**config.mk**
```make
export PLATFORM = sky130hd
export DESIGN_NAME = menu_controller
export DESIGN_NICKNAME = d
export VERILOG_FILES = /design/src/rtl/menu_controller.sv
export SDC_FILE = /design/constraint.sdc
export NUM_CORES = 1
export LEC_CHECK = 0
export ABC_AREA = 1
export CORE_MARGIN = 8
export CORE_UTILIZATION = 40
export DETAILED_ROUTE_END_ITERATION = 6
export GPL_ROUTABILITY_DRIVEN = 0
export GPL_TIMING_DRIVEN = 1
export SYNTH_ARGS = -nofsm -noshare
export SYNTH_HDL_FRONTEND = slang
export SYNTH_SLANG_ARGS = --single-unit
export TNS_END_PERCENT = 30
```
**constraint.sdc**
```tcl
create_clock -name CLOCK_50 -period 4.8 [get_ports CLOCK_50]
set_clock_uncertainty 0.15 [all_clocks]
set_input_delay 0.48 -clock CLOCK_50 [delete_from_list [all_inputs] [get_ports CLOCK_50]]
set_output_delay 0.48 -clock CLOCK_50 [all_outputs]
set_load 0.005 [all_outputs]
```
**src/rtl/menu_controller.sv**
```systemverilog
// Pushbutton-driven menu editor for the thermostat display: debounces the three
// board keys, edits one field at a time and keeps a free-running minute clock.
module menu_controller #(
    parameter int unsigned DEBOUNCE_CYCLES   = 1_000_000,
    parameter logic [31:0] TICK_CYCLES       = 32'd3_000_000_000,
    parameter int unsigned TEMP_MIN          = 40,
    parameter int unsigned TEMP_MAX          = 110,
    parameter int unsigned TEMP_DEFAULT      = 75,
    parameter int unsigned HUM_MIN           = 20,
    parameter int unsigned HUM_MAX           = 90,
    parameter int unsigned HUM_DEFAULT       = 50,
    parameter int unsigned SUNRISE_H_DEFAULT = 6,
    parameter int unsigned SUNRISE_M_DEFAULT = 0
) (
    input  logic        CLOCK_50,
    input  logic        RESET,
    input  logic [2:0]  KEY,
    output logic [3:0]  MENU_STATE,
    output logic [11:0] SET_TEMP_F,
    output logic [7:0]  SET_HUM,
    output logic [4:0]  TIME_HOURS,
    output logic [5:0]  TIME_MINUTES,
    output logic [4:0]  SUNRISE_HOURS,
    output logic [5:0]  SUNRISE_MINUTES
);

    typedef enum logic [3:0] {
        ST_IDLE      = 4'd0,
        ST_SET_TEMP  = 4'd1,
        ST_SET_HUM   = 4'd2,
        ST_TIME_H    = 4'd3,
        ST_TIME_M    = 4'd4,
        ST_SUNRISE_H = 4'd5,
        ST_SUNRISE_M = 4'd6
    } menu_state_t;

    localparam int unsigned     DB_W    = (DEBOUNCE_CYCLES < 2) ? 1 : $clog2(DEBOUNCE_CYCLES + 1);
    localparam logic [DB_W-1:0] DB_LAST = DB_W'(DEBOUNCE_CYCLES);

    localparam logic [11:0] TEMP_LO  = 12'(TEMP_MIN);
    localparam logic [11:0] TEMP_HI  = 12'(TEMP_MAX);
    localparam logic [11:0] TEMP_DEF = 12'(TEMP_DEFAULT);
    localparam logic [7:0]  HUM_LO   = 8'(HUM_MIN);
    localparam logic [7:0]  HUM_HI   = 8'(HUM_MAX);
    localparam logic [7:0]  HUM_DEF  = 8'(HUM_DEFAULT);
    localparam logic [4:0]  SR_H_DEF = 5'(SUNRISE_H_DEFAULT);
    localparam logic [5:0]  SR_M_DEF = 6'(SUNRISE_M_DEFAULT);
    localparam logic [5:0]  HOUR_TOP = 6'd23;
    localparam logic [5:0]  MIN_TOP  = 6'd59;

    // ------------------------------------------------------------------
    // Key conditioning: synchronizer, debounce counter, press pulse
    // ------------------------------------------------------------------
    logic [2:0] press;

    for (genvar k = 0; k < 3; k++) begin : g_key
        logic [1:0]      sync_q;
        logic [DB_W-1:0] cnt_q;
        logic            level_q;
        logic            press_q;

        // NOTE: RESET is synchronous, so it lives inside the clocked branch and is
        // only honoured on a CLOCK_50 edge; the flops reset to "released".
        always_ff @(posedge CLOCK_50) begin
            if (RESET) begin
                sync_q  <= 2'b11;
                cnt_q   <= '0;
                level_q <= 1'b1;
                press_q <= 1'b0;
            end else begin
                // NOTE: non-blocking, so sync_q[1] takes the previous sync_q[0]
                // and the two stages really are two flops.
                sync_q  <= {sync_q[0], KEY[k]};
                press_q <= 1'b0;
                if (sync_q[1] == level_q) begin
                    cnt_q <= '0;
                end else if (cnt_q == DB_LAST) begin
                    cnt_q   <= '0;
                    level_q <= sync_q[1];
                    // Only the 1->0 (press) edge of the debounced level pulses.
                    press_q <= ~sync_q[1];
                end else begin
                    cnt_q <= cnt_q + DB_W'(1);
                end
            end
        end

        assign press[k] = press_q;
    end

    // ------------------------------------------------------------------
    // Press arbitration: NEXT wins, UP together with DOWN cancels out
    // ------------------------------------------------------------------
    logic next_p;
    logic edit_up;
    logic edit_down;
    logic edit_any;

    assign next_p    = press[0];
    assign edit_up   = ~press[0] &  press[1] & ~press[2];
    assign edit_down = ~press[0] & ~press[1] &  press[2];
    assign edit_any  = edit_up | edit_down;

    // ------------------------------------------------------------------
    // Field arithmetic
    // ------------------------------------------------------------------
    function automatic logic [11:0] temp_step(input logic [11:0] v, input logic up);
        if (up) return (v >= TEMP_HI) ? v : v + 12'd1;
        return (v <= TEMP_LO) ? v : v - 12'd1;
    endfunction

    function automatic logic [7:0] hum_step(input logic [7:0] v, input logic up);
        if (up) return (v >= HUM_HI) ? v : v + 8'd1;
        return (v <= HUM_LO) ? v : v - 8'd1;
    endfunction

    // Modular +/-1 over 0..top, shared by hours (top 23) and minutes (top 59).
    function automatic logic [5:0] wrap_step(input logic [5:0] v, input logic [5:0] top,
                                             input logic up);
        if (up) return (v >= top) ? 6'd0 : v + 6'd1;
        return (v == 6'd0) ? top : v - 6'd1;
    endfunction

    // ------------------------------------------------------------------
    // Menu FSM, editable fields and minute clock
    // ------------------------------------------------------------------
    menu_state_t state_q;
    logic [31:0] prescale_q;
    logic        tick;
    logic        time_edit;

    assign tick      = (prescale_q == TICK_CYCLES - 32'd1);
    assign time_edit = edit_any & ((state_q == ST_TIME_H) | (state_q == ST_TIME_M));
    assign MENU_STATE = state_q;

    always_ff @(posedge CLOCK_50) begin
        if (RESET) begin
            state_q         <= ST_IDLE;
            prescale_q      <= '0;
            SET_TEMP_F      <= TEMP_DEF;
            SET_HUM         <= HUM_DEF;
            TIME_HOURS      <= 5'd0;
            TIME_MINUTES    <= 6'd0;
            SUNRISE_HOURS   <= SR_H_DEF;
            SUNRISE_MINUTES <= SR_M_DEF;
        end else begin
            // A manual time edit restarts the minute so the user sees a full one.
            if (time_edit || tick) begin
                prescale_q <= '0;
            end else begin
                prescale_q <= prescale_q + 32'd1;
            end

            if (next_p) begin
                state_q <= (state_q == ST_SUNRISE_M) ? ST_IDLE
                                                     : menu_state_t'(state_q + 4'd1);
            end

            if (edit_any) begin
                case (state_q)
                    ST_SET_TEMP:  SET_TEMP_F      <= temp_step(SET_TEMP_F, edit_up);
                    ST_SET_HUM:   SET_HUM         <= hum_step(SET_HUM, edit_up);
                    ST_TIME_H:    TIME_HOURS      <= 5'(wrap_step({1'b0, TIME_HOURS}, HOUR_TOP, edit_up));
                    ST_TIME_M:    TIME_MINUTES    <= wrap_step(TIME_MINUTES, MIN_TOP, edit_up);
                    ST_SUNRISE_H: SUNRISE_HOURS   <= 5'(wrap_step({1'b0, SUNRISE_HOURS}, HOUR_TOP, edit_up));
                    ST_SUNRISE_M: SUNRISE_MINUTES <= wrap_step(SUNRISE_MINUTES, MIN_TOP, edit_up);
                    default: ;
                endcase
            end

            // A tick landing on a time edit is dropped; the edit already restarted the minute.
            if (tick && !time_edit) begin
                TIME_MINUTES <= wrap_step(TIME_MINUTES, MIN_TOP, 1'b1);
                if (TIME_MINUTES >= MIN_TOP) begin
                    TIME_HOURS <= 5'(wrap_step({1'b0, TIME_HOURS}, HOUR_TOP, 1'b1));
                end
            end
        end
    end

endmodule
```
**Word-level counts from Yosys, hierarchy flattened**

Index checks and enable logic that the tools add are counted.

- Register bits after elaboration: 150
- Input port bits: 5

- Bitwise gates (word level): 19
- Reductions and logical operators: 24
- Add/sub/neg operators: 17
- Equality and inequality tests: 17
- Muxes and demuxes: 58
- $lt $le $gt $ge: 8

Operators with widths:

| operator | number |
|---|---|
| two-way mux 6 bit | 12 |
| two-way mux 5 bit | 13 |
| adder 20 x 1 -> 20 bit, second input constant | 3 |
| == test 20 bit, second input constant | 3 |
| two-way mux 12 bit | 4 |
| adder 32 x 1 -> 32 bit, second input constant | 1 |
| == test 32 bit, second input constant | 1 |
| two-way mux 8 bit | 4 |
| two-way mux 1 bit | 24 |
| OR reduction 3 bit | 6 |
| adder 12 x 1 -> 12 bit, second input constant | 1 |
| adder 6 x 1 -> 6 bit, second input constant | 2 |
| == test 4 x 3 -> 1 bit, second input constant | 3 |
| >= comparator 12 x 7 -> 1 bit, second input constant | 1 |
| >= comparator 6 bit, second input constant | 2 |
| <= comparator 12 x 6 -> 1 bit, second input constant | 1 |
| zero test 6 bit | 2 |
| inverter 1 bit | 12 |
| AND reduction 2 bit | 6 |
| subtractor 12 x 1 -> 12 bit, second input constant | 1 |
| subtractor 6 x 1 -> 6 bit, second input constant | 2 |
| adder 5 x 1 -> 5 bit, second input constant | 2 |
| >= comparator 5 bit, second input constant | 2 |
| zero test 5 bit | 2 |
| 20 further kinds | 33 |

**Logic depth before layout (Yosys ltp)**

Gate-level depths: netlist (run 1).

- Depth in word-level cells: 12
- Mapped depth: 14

**Worst setup path after synthesis (run 1)**

Ideal clock, no wire load.

- Path type: flip-flop to flip-flop
- Start point: register g_key[0].press_q
- End point: register SET_TEMP_F[9]
- Arrival time: 2.032 ns
- Path slack: 2.501 ns
- Path buffers: 1
- Setup time: 0.117 ns
- Cell stages (with the launch flop): 13
- Path through: dfxtp_1 > inv_2 > nand3_4 > buf_2 > ha_1 > a21oi_1 > nand2_1 > a21oi_1 > o21bai_1 > nand2_1 > nand2_1 > nor2_1 > nor2_1

- Word-level cells in the longest chain between the ends: 9
- Elaborated cells between the ends (all ways): 14
- Those cells by class: eq/ne: 2; mux: 5; bitwise: 6; reduce/logical: 1

RTL lines:

| what | RTL line | text |
|---|---|---|
| start: declaration | 60 | `logic press_q;` |
| start signal: assignment | 81 | `press_q <= ~sync_q[1];` |
| inverter 1 bit (*) | 100, 101 |  |
| AND 1 bit (2 in a row) | 100 | `assign edit_up = ~press[0] & press[1] & ~press[2];` |
| two-way mux 1 bit | 108 | `if (up) return (v >= TEMP_HI) ? v : v + 12'd1;` |
| two-way mux 1 bit | 160 | `case (state_q)` |
| two-way mux 1 bit | 159 | `if (edit_any) begin` |
| two-way mux 1 bit | 137 | `if (RESET) begin` |
| != test 3 bit (no source line) / != test 2 bit (equally long branches) | - |  |
| AND reduction 4 bit (no source line) | - |  |
| end signal: assignment | 161 | `ST_SET_TEMP: SET_TEMP_F <= temp_step(SET_TEMP_F, edit_up);` |
| end: declaration | 19 | `output logic [11:0] SET_TEMP_F,` |

Mark *: on every way between the ends. The rest lies on a longest branch, timed or not. The select of a mux whose other input is x is not followed.
A chain may end at the register's enable or synchronous reset.

**Final worst setup path (run 1)**

Same ends and word-level chain as after synthesis.

==> impl_results.rst, run 1 <==
.. list-table::
   :header-rows: 1

   * - Metric
     - Value
   * - Outcome
     - completed
   * - Final hold viol count
     - 0
   * - Count of state elements after synthesis
     - 150
   * - Post-cts repair resize count
     - 0
   * - Fraction of power spent switching nets
     - a little under a quarter
   * - DRC violations left
     - 0
   * - TritonRoute pass-1 iters
     - 5
   * - GR peak layer
     - met2
   * - Synth cell types
     - a little under 50
   * - Core Region
     - about 23000 um^2
   * - Number of rows in the core area
     - 55
   * - Pin count of the biggest net entering global routing
     - 45
   * - Power share of the clock group
     - roughly 53%
   * - Share of final-layout standard cells stronger than drive strength 1
     - under 10%
   * - Hold-fix buffers, CTS
     - 0
   * - Initial core utilization
     - 40.8%
   * - Share of total power in sequential cells
     - 46.3%
   * - Initial antenna violation count
     - 0
   * - Final setup viols
     - 0
   * - Met1 usage
     - approximately 19%
   * - Commonest cells after routing, fill and taps aside
     - 324 x nand2_1, 196 x nor2_1, 152 x inv_1
   * - Number of warnings issued by yosys
     - 0
   * - GRT Total Usage
     - between 10% and 20%
   * - Floorplan die height
     - roughly 170 um
   * - Path type of the worst min-delay path
     - reg -> reg
   * - Seq/Total Area, Yosys
     - between 30% and 40%
   * - Net Switching
     - about 0.00065 W
   * - Highest clock rate
     - approximately 0.37 GHz
   * - Routed vias
     - 8609
   * - Die area
     - 28200 um^2
   * - Number of sinks handled by clock tree synthesis
     - 150
   * - Via count of the first global-routing pass
     - between 8000 and 9000
   * - Most common cell after layout, fill and taps aside
     - nand2_1
   * - Number of top-level pins
     - between 50 and 60
   * - Max_slew headroom
     - 46.3%
   * - Kind of critical path
     - reg -> reg
   * - Total placed instance area
     - roughly 10000 um^2
   * - Die Span X
     - around 170 um
   * - Ratio of total power to cell area
     - 256 nW/um^2
   * - Final period demand of the worst path
     - 2.68 ns
   * - CTS tree
     - done
   * - Synthesized instance count
     - 1380
   * - Synth Area per Inst
     - between 6 and 7 um^2
   * - Number of max-slew violations in the final report
     - 0
   * - Number of levels the H-tree was split into
     - 4
   * - Non-filler cells in the finished layout
     - 1723
   * - WL per Instance
     - around 13 um
   * - Fraction of registers with async set/reset
     - 0%
   * - Data required time of the worst path
     - approximately 5 ns
   * - Syn_nets
     - 1420
   * - Arrival time worst endpoint
     - around 2.9 ns
   * - Met2 demand-to-capacity share in global routing
     - a little over a quarter
   * - Sum of net half-perimeters after detailed placement
     - approximately 16 mm
   * - Via/cell ratio
     - ~5
   * - Post-route design area
     - between 10000 and 15000 um^2
   * - Post-synth top flop
     - dfxtp_1
   * - Unrepaired setup endpoints after global routing
     - false
   * - Maximum ir drop on the vdd rail
     - ~170 uV
   * - Static Leakage
     - between 4 and 5 nW
   * - N_diodes
     - 0
   * - Clock-pin slew on the worst setup and hold paths
     - approximately 0.07 ns
   * - CTS root buffer
     - clkbuf_16
   * - MaxCap Viol Count
     - 0
   * - Total setup buffers inserted after CTS
     - 0
   * - Number of enable-type register cells in the synthesized netlist
     - 0
   * - Area growth from synthesis to layout
     - 14.6%
   * - Int Pwr
     - approximately 0.0021 W
   * - Final-layout setup total negative slack
     - 0 ns
   * - Maximum fanout count along the critical path
     - 44
   * - Number of nets in the finished design
     - 1465
   * - Number of buffers on the longest clock path
     - 2
   * - Number of violations reported at the end of detailed-routing iteration 0
     - 452
   * - Aggregate global routing overflow
     - 0
   * - Cell count after placement
     - 1691
   * - Post-synthesis instance area
     - between 9000 and 10000 um^2
   * - Fraction of the cycle the final worst path needs
     - 55.9%
   * - CTS buffer count
     - 17
   * - Detailed Route WL
     - 21.6 mm
   * - Sort of element at the end of the critical path
     - flop
   * - Global-route wire length before repair
     - around 38 mm
   * - Power share of the combinational group
     - roughly 1.2%
   * - Met3 usage in global routing
     - 3.13%
   * - Transition time at the pin with the least slew margin
     - about 0.8 ns
   * - Post-DRT Antenna Nets
     - 0
   * - Critical Path Start Type
     - flop
   * - Clk_lat worst skew
     - between 0.4 and 0.5 ns
   * - Port buffer count
     - 50
path summary, 6_finish.rpt:
check	endpoint	cells past startpoint	from	slack [ns]
setup / recovery	SET_TEMP_F[9]$_SDFFE_PP0P_	11	g_key[0].press_q$_SDFF_PP0_	2.12
hold / removal	g_key[0].sync_q[1]$_SDFF_PP1_	1	g_key[0].sync_q[0]$_SDFF_PP1_	0.26
setup reg to reg	SET_TEMP_F[9]$_SDFFE_PP0P_	11	g_key[0].press_q$_SDFF_PP0_	2.12
hold reg to reg	g_key[0].sync_q[1]$_SDFF_PP1_	1	g_key[0].sync_q[0]$_SDFF_PP1_	0.26
synthesized netlist by cell type, types with 19 or more instances:
master | number | area share (%)
nand3_1 | 92 | 5.0
nand2_1 | 324 | 13
a21oi_1 | 74 | 4.0
xor2_1 | 42 | 4.0
or2_2 | 19 | 1.3
nor2_1 | 196 | 8.0
nor3_1 | 51 | 2.8
ha_1 | 33 | 4.5
nand4_1 | 46 | 3.1
inv_1 | 152 | 6.2
o21ai_0 | 41 | 2.2
dfxtp_1 | 150 | 33
layout make-up:
type / instances / area [um^2]
Clock inverter: 15 / 210
Clock buffer: 17 / 425
Tap cell: 285 / 357
Timing Repair Buffer: 52 / 515
Sequential cell: 150 / 3000
Inverter: 162 / 608
Multi-Input combinational cell: 1042 / 5470
Fill cell: 2335 / 12100
stage by stage:
step	hold WS (ns)	setup WS [ns]	utilization (%)	total power, W
detailed placement	0.246	2.11	44.0	0.00132
CTS	0.263	2.11	46.8	0.00275
global placement	0.246	2.18	44.0	0.00132
finish	0.262	2.12	46.8	0.00271
floorplan	0.239	2.50	-	0.00131
global route	0.287	1.86	46.8	0.00280
flip-flops by register name, indices dropped and copies added, names as in the netlist, 4 cells and up:
signal,cells
g_key.cnt_q,60
prescale_q,32
SET_TEMP_F,12
SET_HUM,8
SUNRISE_MINUTES,6
TIME_MINUTES,6
g_key.sync_q,6
SUNRISE_HOURS,5
TIME_HOURS,5
MENU_STATE,4
power by group through the flow:
| stage | Sequential (W) | Clock, W | Combinational (W) |
|---|---|---|---|
| final | 0.00125 | 0.00142 | 0.0000329 |
| after floorplan | 0.00128 | 0 | 0.0000252 |
| after CTS | 0.00125 | 0.00147 | 0.0000339 |
| after detailed placement | 0.00128 | 0 | 0.0000340 |
| after global placement | 0.00128 | 0 | 0.0000334 |
| after global routing | 0.00125 | 0.00151 | 0.0000382 |
per-layer routing:
metal	share of wire [%]	wire length [um]
met5	0	0
met4	1.7	361
met3	3.7	801
met2	47	10200
met1	48	10300
critical path: stages (launching register included):
cell and delay (ns):
dfxtp_1 0.36, inv_2 0.14, nand3_4 0.46, ha_1 0.57, a21oi_1 0.18, nand2_1 0.13
a21oi_1 0.23, o21bai_1 0.11, nand2_1 0.06, nand2_1 0.04, nor2_1 0.09, nor2_1 0.04
cell families after synthesis:
group / count (synthesis) / synth area share [%]
and+or+nand+nor: 810 / 41.0
buffers and inverters: 188 / 8.26
DFF: 150 / 32.5
AOI/OAI and AO/OA: 147 / 8.58
xor gates and xnor gates: 50 / 4.74
adders and majority gates: 35 / 4.90
(Power assumes the default switching activity.)
==> run 2, diff against run 1 <==
- clock period: 4.8 -> 2.2 ns (I/O delays scaled with it)
==> impl_results.rst, run 2 (same netlist as run 1, synthesis figures left out) <==
.. list-table::
   :header-rows: 1

   * - Metric
     - Value
   * - Detailed Route WL
     - ~22 mm
   * - Final period demand of the worst path
     - ~2.1 ns
   * - Total area of sequential cells
     - between 3000 and 4000 um^2
   * - DRC violations left
     - 0
   * - Multi-input gate area
     - ~5500 um^2
   * - Post-DRT Antenna Nets
     - 0
   * - Max_slew headroom
     - 58.6%
   * - Number of nets in the finished design
     - 1492
   * - Number of violations reported at the end of detailed-routing iteration 0
     - 502
   * - Power share of the clock group
     - 50.2%
   * - MaxCap Viol Count
     - 0
   * - Share of final-layout standard cells stronger than drive strength 1
     - between 10% and 20%
   * - Final hold viol count
     - 0
   * - Clk_lat worst skew
     - 0.43 ns
   * - N_diodes
     - 0
   * - Global-route wire length before repair
     - around 38 mm
   * - Fraction of power spent switching nets
     - between 20% and 30%
   * - Core Region
     - 22600 um^2
   * - Initial antenna violation count
     - 0
   * - TritonRoute pass-1 iters
     - 7
   * - Number of levels the H-tree was split into
     - 4
   * - Kind of critical path
     - reg -> reg
   * - CTS buffer count
     - 17
   * - Floorplan die height
     - approximately 170 um
   * - Hold_ws
     - about 0.2 ns
   * - Port buffer count
     - 50
   * - Post-route design area
     - ~11000 um^2
   * - Biggest registers after layout
     - g_key.cnt_q x60, prescale_q x32, SET_TEMP_F x12
   * - Pin count of the biggest net entering global routing
     - 25
   * - Highest clock rate
     - between 0.4 and 0.5 GHz
   * - Number of buffers on the longest clock path
     - 2
   * - Final setup viols
     - 0
   * - Number of top-level pins
     - slightly above 50
   * - Unrepaired setup endpoints after global routing
     - true
   * - Path type of the worst min-delay path
     - in -> reg
   * - Int Pwr
     - ~0.0044 W
   * - Utilization after layout
     - 47.6%
   * - Max FFs per register
     - 60
   * - Critical Path Start Type
     - flop
   * - Ratio of total power to cell area
     - about 530 nW/um^2
   * - Total Power
     - between 0.005 and 0.006 W
   * - Hold-fix buffers, CTS
     - 0
   * - Worst setup slack after placement
     - between 0.04 and 0.05 ns
   * - Fraction of the cycle the final worst path needs
     - between 90 and 100%
   * - Routed vias
     - 8697
   * - Static Leakage
     - around 4.1 nW
   * - Total placed instance area
     - just over 10000 um^2
   * - Sort of element at the end of the critical path
     - flop
   * - Initial core utilization
     - 40.8%
   * - Power share of the combinational group
     - under 10%
   * - Most common cell after layout, fill and taps aside
     - nand2_1
   * - Share of total power in sequential cells
     - about half
   * - Register with the most flip-flops
     - g_key.cnt_q
   * - CTS root buffer
     - clkbuf_16
   * - Arrival time worst endpoint
     - ~2.3 ns
   * - Clock-pin slew on the worst setup and hold paths
     - approximately 0.07 ns
   * - Die Span X
     - 168 um
   * - Maximum ir drop on the vdd rail
     - roughly 480 uV
   * - CTS tree
     - done
   * - Worst-case setup margin in the final layout
     - between 0.06 and 0.07 ns
   * - Number of rows in the core area
     - 55
   * - WL per Instance
     - 12.8 um
   * - Commonest cells after routing, fill and taps aside
     - 324 x nand2_1, 196 x nor2_1, 151 x inv_1
   * - Net Switching
     - about 0.0013 W
   * - Sum of net half-perimeters after detailed placement
     - around 17 mm
   * - Die area
     - 28200 um^2
   * - Transition time at the pin with the least slew margin
     - 0.618 ns
   * - Maximum fanout count along the critical path
     - 9
   * - Number of max-slew violations in the final report
     - 0
   * - Number of sinks handled by clock tree synthesis
     - 150
   * - GRT Total Usage
     - approximately 16%
   * - Data required time of the worst path
     - between 2 and 2.5 ns
   * - Area growth from synthesis to layout
     - 16.7%
   * - Aggregate global routing overflow
     - 0
   * - Final-layout fill cell count
     - around 2300
   * - Outcome
     - completed
   * - Via/cell ratio
     - a little under 5
   * - Via count of the first global-routing pass
     - roughly 8000
run 2: final timing paths:
kind                                 start                             to  slack (ns)  cells after the start
max            g_key[0].press_q$_SDFF_PP0_        SET_HUM[7]$_SDFFE_PP0P_        0.07                     10
min                                 KEY[1]  g_key[1].sync_q[0]$_SDFF_PP1_        0.20                      2
max reg2reg    g_key[0].press_q$_SDFF_PP0_        SET_HUM[7]$_SDFFE_PP0P_        0.07                     10
min reg2reg  g_key[0].sync_q[0]$_SDFF_PP1_  g_key[0].sync_q[1]$_SDFF_PP1_        0.27                      1
run 2: final cells by class:
class	instances	share of cell area, %
flip-flops and latches	150	27.9
inverters	162	5.64
clock buffers	18	4.07
multi-input cells	1043	51.0
repair buffers	78	6.94
well taps	285	3.31
clock inverters	13	1.14
run 2: per-layer routing:
metal  wire length [um]  vias up  global-route usage (%)
li1                   -     4640                       -
met5                  0        -                       0
met1              11000     3907                    20.7
met3                703       24                    2.97
met4                271        0                    4.31
met2              10500      126                    26.8
run 2: metrics by stage:
step / instances / setup TNS [ns]
2_1_floorplan: 1380 / 0
3_3_place_gp: 1715 / 0
3_5_place_dp: 1715 / 0
4_1_cts: 1746 / 0
5_1_grt: 1749 / -0.0982
6_report: 1749 / 0
run 2: repair_timing:
| item | CTS | global route |
|---|---|---|
| setup endpoints to repair | 0 | 11 |
| gates resized for setup | 0 | 7 |
| buffers inserted | 0 | 2 |
run 2: worst max-delay path, cell delays in order, from the launching register on:
cell	delay, ns
dfxtp_1	0.32
inv_2	0.11
nand3_4	0.15
buf_4	0.22
ha_1	0.34
a21o_1	0.19
a21boi_0	0.17
nand2_1	0.10
xor2_1	0.14
nand2_1	0.06
a21oi_1	0.11
run 2: power groups by stage:
stage	Clock, W	Combinational [W]	Sequential, W
2_1_floorplan	0	0.0000549	0.00279
3_3_place_gp	0	0.0000912	0.00280
3_5_place_dp	0	0.0000918	0.00280
4_1_cts	0.00292	0.0000920	0.00273
5_1_grt	0.00304	0.000101	0.00273
6_report	0.00284	0.0000905	0.00273
